[src/rtl/uart_rx.sv]
// uart_rx: serial receive stage of the UART.
// Oversamples the rx line, deframes start/data/parity/stop bits and delivers
// each byte with registered one-cycle status pulses.
//   clk, reset    : system clock, synchronous active-high reset
//   rx            : asynchronous serial input, idles high
//   BAUD          : oversample tick divisor (tick every BAUD+1 cycles)
//   PARITY_MODE   : 00/11 none, 01 even, 10 odd
//   STOP_BITS     : 00 one stop bit, otherwise two
//   RX_DATA       : last received byte, held until the next rx_done_tick
//   rx_done_tick  : byte valid pulse
//   PARITY_ERROR, FRAME_ERROR : pulses coincident with rx_done_tick
//   BREAK_ERROR   : break pulse, issued without rx_done_tick
//   rx_busy       : receiver engaged in a frame
module uart_rx #(
  parameter int unsigned OVERSAMPLE = 16,
  parameter int unsigned DATA_BITS  = 8
) (
  input  logic                 clk,
  input  logic                 reset,
  input  logic                 rx,
  input  logic [31:0]          BAUD,
  input  logic [1:0]           PARITY_MODE,
  input  logic [1:0]           STOP_BITS,
  output logic [DATA_BITS-1:0] RX_DATA,
  output logic                 rx_done_tick,
  output logic                 PARITY_ERROR,
  output logic                 FRAME_ERROR,
  output logic                 BREAK_ERROR,
  output logic                 rx_busy
);
  localparam int unsigned TW = $clog2(OVERSAMPLE);
  localparam int unsigned BW = $clog2(DATA_BITS + 1);
  localparam logic [TW-1:0] HALF_LAST = TW'(OVERSAMPLE / 2 - 1);
  localparam logic [TW-1:0] FULL_LAST = TW'(OVERSAMPLE - 1);
  localparam logic [BW-1:0] LAST_BIT  = BW'(DATA_BITS - 1);

  typedef enum logic [2:0] {IDLE, START, DATA, PARITY, STOP, BREAK_WAIT} state_t;

  state_t               state, state_next;
  logic                 s1, s2;
  logic [31:0]          baud_q, baud_cnt;
  logic [1:0]           pmode_q;
  logic                 two_stop_q;
  logic [TW-1:0]        tick_cnt;
  logic [BW-1:0]        bit_cnt;
  logic [DATA_BITS-1:0] shreg;
  logic                 par_bit, stop_idx, ferr_acc;
  logic                 done_p, perr_p, ferr_p, brk_p;
  logic                 tick, half, full, parity_en, start_entry, brk_cond;
  logic                 done_set, brk_set;

  assign tick        = (baud_cnt == baud_q);
  assign half        = tick && (tick_cnt == HALF_LAST);
  assign full        = tick && (tick_cnt == FULL_LAST);
  assign parity_en   = pmode_q[0] ^ pmode_q[1];
  assign start_entry = (state == IDLE) && !s2;
  // Break is recognised on the first stop sample: every bit of the frame low.
  assign brk_cond    = !stop_idx && !s2 && (shreg == '0) && !(parity_en && par_bit);

  always_ff @(posedge clk) begin
    if (reset) state <= IDLE;
    else       state <= state_next;
  end

  always_comb begin
    state_next = state;
    unique case (state)
      IDLE:       if (!s2) state_next = START;
      START:      if (half) state_next = s2 ? IDLE : DATA;
      DATA:       if (full && bit_cnt == LAST_BIT) state_next = parity_en ? PARITY : STOP;
      PARITY:     if (full) state_next = STOP;
      STOP: begin
        if (full) begin
          if (brk_cond)                   state_next = BREAK_WAIT;
          else if (stop_idx || !two_stop_q) state_next = IDLE;
        end
      end
      BREAK_WAIT: if (s2) state_next = IDLE;
      default:    state_next = IDLE;
    endcase
  end

  // Busy extends over the completion stage and the output pulse cycle.
  always_comb begin
    rx_busy  = (state != IDLE) || done_p || rx_done_tick;
    done_set = 1'b0;
    brk_set  = 1'b0;
    if (state == STOP && full) begin
      done_set = (state_next == IDLE);
      brk_set  = (state_next == BREAK_WAIT);
    end
  end

  always_ff @(posedge clk) begin
    if (reset) begin
      s1           <= 1'b1;
      s2           <= 1'b1;
      baud_q       <= '0;
      baud_cnt     <= '0;
      pmode_q      <= '0;
      two_stop_q   <= 1'b0;
      tick_cnt     <= '0;
      bit_cnt      <= '0;
      shreg        <= '0;
      par_bit      <= 1'b0;
      stop_idx     <= 1'b0;
      ferr_acc     <= 1'b0;
      done_p       <= 1'b0;
      perr_p       <= 1'b0;
      ferr_p       <= 1'b0;
      brk_p        <= 1'b0;
      RX_DATA      <= '0;
      rx_done_tick <= 1'b0;
      PARITY_ERROR <= 1'b0;
      FRAME_ERROR  <= 1'b0;
      BREAK_ERROR  <= 1'b0;
    end else begin
      s1 <= rx;
      s2 <= s1;
      if (start_entry) begin
        baud_cnt   <= '0;
        tick_cnt   <= '0;
        bit_cnt    <= '0;
        stop_idx   <= 1'b0;
        ferr_acc   <= 1'b0;
        baud_q     <= BAUD;
        pmode_q    <= PARITY_MODE;
        two_stop_q <= |STOP_BITS;
      end else if (state != IDLE && state != BREAK_WAIT) begin
        baud_cnt <= tick ? '0 : baud_cnt + 32'd1;
        if (tick) begin
          if ((state == START && half) || full) tick_cnt <= '0;
          else                                  tick_cnt <= tick_cnt + TW'(1);
        end
        if (state == DATA && full) begin
          shreg   <= {s2, shreg[DATA_BITS-1:1]};
          bit_cnt <= bit_cnt + BW'(1);
        end
        if (state == PARITY && full) par_bit <= s2;
        if (state == STOP && full) begin
          stop_idx <= 1'b1;
          ferr_acc <= ferr_acc | ~s2;
        end
      end
      // Completion stage: flags captured on the final stop sample, driven out next cycle.
      done_p <= done_set;
      brk_p  <= brk_set;
      // pmode_q[1] flips the sense for odd parity.
      perr_p <= done_set && parity_en && (par_bit ^ (^shreg) ^ pmode_q[1]);
      ferr_p <= done_set && (ferr_acc || !s2);
      rx_done_tick <= done_p;
      PARITY_ERROR <= perr_p;
      FRAME_ERROR  <= ferr_p;
      BREAK_ERROR  <= brk_p;
      if (done_p) RX_DATA <= shreg;
    end
  end
endmodule

[config.mk]
export PLATFORM = sky130hd
export DESIGN_NAME = uart_rx
export DESIGN_NICKNAME = d
export VERILOG_FILES = /design/src/rtl/uart_rx.sv
export SDC_FILE = /design/constraint.sdc
export NUM_CORES = 1
export LEC_CHECK = 0
export ABC_CLOCK_PERIOD_IN_PS = 2500
export CAP_MARGIN = 30
export CORE_UTILIZATION = 59
export CTS_BUF_LIST = sky130_fd_sc_hd__clkbuf_2
export CTS_CLUSTER_SIZE = 28
export DETAILED_ROUTE_END_ITERATION = 12
export PLACE_DENSITY = 0.81
export SLEW_MARGIN = 30
export SYNTH_ARGS = -nofsm -noshare
export SYNTH_HDL_FRONTEND = slang
export SYNTH_SLANG_ARGS = --single-unit
[constraint.sdc]
create_clock -name clk -period 2.5 [get_ports clk]
set_input_delay 0.25 -clock clk [delete_from_list [all_inputs] [get_ports clk]]
set_output_delay 0.25 -clock clk [all_outputs]
set_load 0.02 [all_outputs]
# --- Word-level counts from Yosys, hierarchy flattened ---
# Cells that the tools add are included.
totals:
  mem_bits_ro: 0
  n_memories: 0
  inputBits: 39
  latch_bits: 0
  ff_bits: 107
  mem_bits_rw: 0
classes:
  muxes: 14
  n_shift: 0
  bitwise: 7
  reduce_logical: 38
  order_cmp: 0
  multipliers: 0
  div_mod_pow: 0
  n_eq_ne: 11
  addsub: 3
op_table:
  columns: ["operator", "count"]
  rows:
  - ["32-bit by 1-bit adder with 32-bit output (second input constant)", 1]
  - ["32-bit == test", 1]
  - ["32-bit two-way mux", 1]
  - ["3-bit two-way mux", 9]
  - ["3-bit case mux with 6 select lines", 1]
  - ["1-bit logical AND", 16]
  - ["3-bit == test (second input constant)", 3]
  - ["4-bit by 1-bit adder with 4-bit output (second input constant)", 2]
  - ["4-bit by 3-bit == test with 1-bit output (second input constant)", 2]
  - ["8-bit logical NOT", 1]
  - ["8-bit XOR reduction", 1]
  - ["3-bit by 2-bit == test with 1-bit output (second input constant)", 2]
  - ["3-bit logical NOT", 2]
  - ["2-bit AND reduction", 3]
  - ["3-bit AND reduction", 2]
  - ["2-bit OR reduction", 3]
  - ["1-bit logical OR", 5]
  - ["4-bit == test (second input constant)", 1]
  - ["1-bit logical NOT", 4]
  - ["4-bit two-way mux", 1]
  - ["3-bit by 1-bit == test with 1-bit output (second input constant)", 1]
  - ["3-bit != test (second input constant)", 1]
  - ["1-bit inverter", 3]
  - ["3-bit nonzero test", 1]
  - ["other kinds (4)", 6]

# --- Depth between registers and ports, before layout ---
logic_depth:
  ltp_word: 11
  ltp_mapped: 7
  depth_no_buf: 7

# --- Least setup slack after synthesis ---
# No wires, ideal clock.
synth_path:
  path_type: "reg-to-reg"
  startpoint: "register baud_cnt[5]"
  endpoint: "register baud_cnt[31]"
  required_time_ns: 2.430
  t_arrival_ns: 1.992
  synth_period_minus_slack_ns: 2.062
  setup_slack_ns: 0.438
  stages_incl_launch_ff: 7
  cell_sequence: "dfxtp_1 > nand3_2 > or4_4 > buf_6 > or2_4 > or4_1 > a21oi_1"
synth_via:
  elab_chain_cells: 2
  elab_cells_between_ends: 3
synth_rtl:
  columns: ["item", "line", "text"]
  rows:
  - ["start, declared", "41", "logic [31:0] baud_q, baud_cnt;"]
  - ["start signal, assigned", "130", "baud_cnt <= tick ? '0 : baud_cnt + 32'd1;"]
  - ["32-bit by 1-bit adder with 32-bit output or 32-bit == test (tied branches)", "130, 52", null]
  - ["32-bit two-way mux (*)", "130", null]
# Every way passes the cells marked *; elsewhere a longest branch is shown, timed or not.
# A chain may end at the register's enable or synchronous reset.

# --- Worst setup path in the final report ---
layout_path:
  startpoint: "register state[1]"
  endpoint: "output rx_busy"
layout_via:
  elab_chain_cells: 3
layout_rtl:
  columns: ["item", "line", "text"]
  rows:
  - ["start, declared", "39", "state_t state, state_next;"]
  - ["start signal, assigned", "62", "else state <= state_next;"]
  - ["3-bit nonzero test", "85", "rx_busy = (state != IDLE) || done_p || rx_done_tick;"]
  - ["1-bit logical OR (2 in a row)", "85", null]
  - ["end, declared", "29", "output logic rx_busy"]
# Every way passes these cells.

==> results.py <==
metrics = {
    "sta": {
        "holdWs_ps": 105.9,
        "hold_viol": 0,
        "max_freq_mhz": 423.5,
        "tightest_slew_ps": 451.4,
        "finalSetupViolations": 0,
        "drv_slew": 0,
        "grt_setup_unrepaired": "false",
        "max_slew_margin": 0.6987,
        "fin_tns_setup_ps": 0,
        "finClkSkew_ps": 28.89,
        "min_period_over_period": 0.9445,
        "finalCriticalPeriod_ps": 2361,
    },
    "critical_path": {
        "worst_setup_path_end_kind": "output port",
        "cp.arrival_ps": 2110,
        "crit_family": "simple AND/OR/NAND/NOR gates",
        "path_class": "reg -> out",
        "crit_chain": "nor2_1, or4b_2, dlygate4sd2_1",
        "crit_path_start_kind": "flop",
        "crit_fanout": 3,
        "path_buf_inv": 1,
        "required_ps": 2250,
        "max_stage_delay_ps": 600,
        "crit_cells": 3,
        "critical_path.slowest_cell": "or4b_2",
        "worstRegToRegCells": 5,
    },
    "synthesis": {
        "synth-async-reset-ratio": 0,
        "synth_edf_count": 0,
        "synth_area_um2": 4903,
        "synth_cell_types": 45,
        "synth_nets": 629,
        "syn-mean-instance-area_um2": 8.411,
        "yosysTopAreaCell": "dfxtp_1",
        "synth_warnings": 0,
        "synth_top_area_share": 0.4368,
        "synth_cells": 583,
        "synth_area_leaders": "dfxtp_1 44%, xnor2_1 11%, nand2_1 7.9%, mux2i_1 4.7%, a21oi_1 3.9%",
        "ys.flop_type": "dfxtp_1",
        "ys_seq_area_frac": 0.4368,
        "ys_ff_latch": 107,
    },
    "global_routing": {
        "first_global_vias": 3835,
        "antenna_found_initial": 0,
        "grt_max_degree": 41,
        "globalRouteOverflowTotal": 0,
        "grt_pass1_wl_mm": 18.27,
        "grt_usage": 0.2695,
    },
    "drt": {
        "wl_per_cell_um": 14.88,
        "antenna_left": 0,
        "vias_per_cell": 5.594,
        "drt_first_pass_iters": 5,
        "drt_iter0_drc": 251,
        "dr_total_vias": 4134,
        "wirelength_mm": 11.00,
        "drc_errors": 0,
    },
    "layout": {
        "post-route-cell-area_um2": 5719,
        "area_growth_syn_to_layout_pct": 16.64,
        "diodes": 0,
        "post-route-util": 0.7251,
        "stdcell_count": 739,
        "nNetsFinal": 678,
        "fill_cells": 631,
        "drive_above_1_share": 0.08006,
    },
    "floorplan": {
        "dieArea_um2": 8680,
        "num_rows": 32,
        "die_w_um": 93.17,
        "coreArea_um2": 7888,
        "start_util": 0.6217,
        "pin_count": 52,
        "die_y_um": 93.17,
    },
    "cts": {
        "clockBufferDepth": 2,
        "cts_buffers": 9,
        "clk_pin_slew_worst_paths_ps": 310,
        "clk_latency_ps": 630,
        "cts_sinks": 107,
        "tritoncts": "done",
        "cts_root_buffer": "clkbuf_2",
        "htree_levels": 3,
    },
    "placement": {
        "dp_cells": 719,
        "place_hpwl_mm": 7.822,
        "dpl-instance-area_um2": 5544,
        "gp_congestion": 0.9544,
        "numPortBuffers": 51,
    },
    "min_path": {
        "hp-class": "in -> reg",
        "min_path_cells": 3,
    },
    "pwr": {
        "ir_drop_mv": 0.3128,
        "p_per_area_nw_per_um2": 559.6,
        "p_leak_nw": 1.941,
    },
    "run_status": {
        "status": "finished, final reports clean",
    },
    "job": {
        "max_cap_violations": 0,
    },
}
==> cells by family after synthesis <==
logic type      Yosys count  synth area share
buf+inv                  52           0.04236
compound gates           61           0.07553
mux                      23           0.04695
simple gates            265            0.2590
flops                   107            0.4368
xor+xnor                 68            0.1215
fa+ha+maj                 7           0.01786
==> cell type report <==
| cell class | count | area (µm²) | share of cell area |
|---|---|---|---|
| flip-flops and latches | 107 | 2151 | 0.3761 |
| repair buffers | 72 | 664.4 | 0.1162 |
| clock buffers | 9 | 45.04 | 0.007876 |
| multi-input cells | 424 | 2582 | 0.4515 |
| clock inverters | 7 | 81.33 | 0.01422 |
| inverters | 18 | 67.56 | 0.01181 |
| well taps | 102 | 127.6 | 0.02231 |
==> layer usage <==
| metal | part of all wire | GRT usage |
|---|---|---|
| met5 | 0 | 0 |
| met4 | 0.019 | 0.09231 |
| met3 | 0.060 | 0.05122 |
| met2 | 0.44 | 0.4167 |
| met1 | 0.48 | 0.3759 |
==> placed cells by master (no fill, tap or decap), drive strengths merged, types with 19 or more instances in the layout <==
master         netlist  final
a21oi               38     38
nand2              103    103
nor3                24     24
mux2i               23     23
buf                  9     21
clkdlybuf4s50        0     49
dfxtp              107    107
nor2                48     48
inv                 18     22
xnor2               62     62
nand4               19     19
==> flip-flops by register name (all words and copies together) (netlist names) <==
name,flops
baud_cnt,32
pmode_q,2
ferr_p,1
rx_done_tick,1
bit_cnt,4
baud_q,32
ferr_acc,1
shreg,8
tick_cnt,4
s2,1
RX_DATA,8
PARITY_ERROR,1
par_bit,1
BREAK_ERROR,1
stop_idx,1
FRAME_ERROR,1
two_stop_q,1
state,3
s1,1
done_p,1
perr_p,1
brk_p,1
==> tightest hold or removal path, delay by kind of cell <==
| family | cells | cell delay, ps |
|---|---|---|
| and+or+nand+nor | 1 | 50 |
| buffers and inverters | 1 | 390 |
| AOI/OAI and AO/OA | 1 | 50 |
==> report_power, final <==
| part | internal [mW] | switching, mW | total, mW |
|---|---|---|---|
| sequential | 1.75 | 0.0568 | 1.81 |
| clock | 0.252 | 0.619 | 0.871 |
| combinational | 0.227 | 0.291 | 0.518 |
| total | 2.23 | 0.967 | 3.20 |
==> Yosys cell counts (3+ instances only) <==
master and instances:
xnor2_1 62, inv_1 18, nand2_1 103, nor2_1 48, xor2_1 6, nand3_1 14
buf_2 4, nor4_1 16, dfxtp_1 107, o22ai_1 3, mux2i_1 23, nor2b_1 12
nand4_1 19, or2_2 3, and3_1 3, and4_1 4, clkbuf_1 25, a21oi_1 38
buf_1 4, o31ai_1 5, nor3_1 24, or3_1 5, ha_1 7, or4_1 5
==> repair_timing <==
action	in CTS	in global routing
endpoints found under the hold margin	7	0
endpoints found under the setup margin	1	16
setup buffers	0	3
resized for setup	3	5
hold buffers	1	0
==> per-stage QoR <==
step / power, mW / setup WS [ps]
after floorplan: 2.123 / 437.9
after global placement: 2.328 / 189.5
after detailed placement: 2.346 / 125.7
after CTS: 3.196 / 44.44
after global routing: 3.332 / 35.83
final: 3.201 / 138.9
==> worst paths after layout <==
check / from / to / slack [ps]
max reg2reg: baud_cnt[5] / tick_cnt[3] / 200
min reg2reg: ferr_p / FRAME_ERROR / 450
min: BAUD[25] / baud_q[25] / 110
max: state[1] / rx_busy / 140
(Power assumes the default switching activity.)
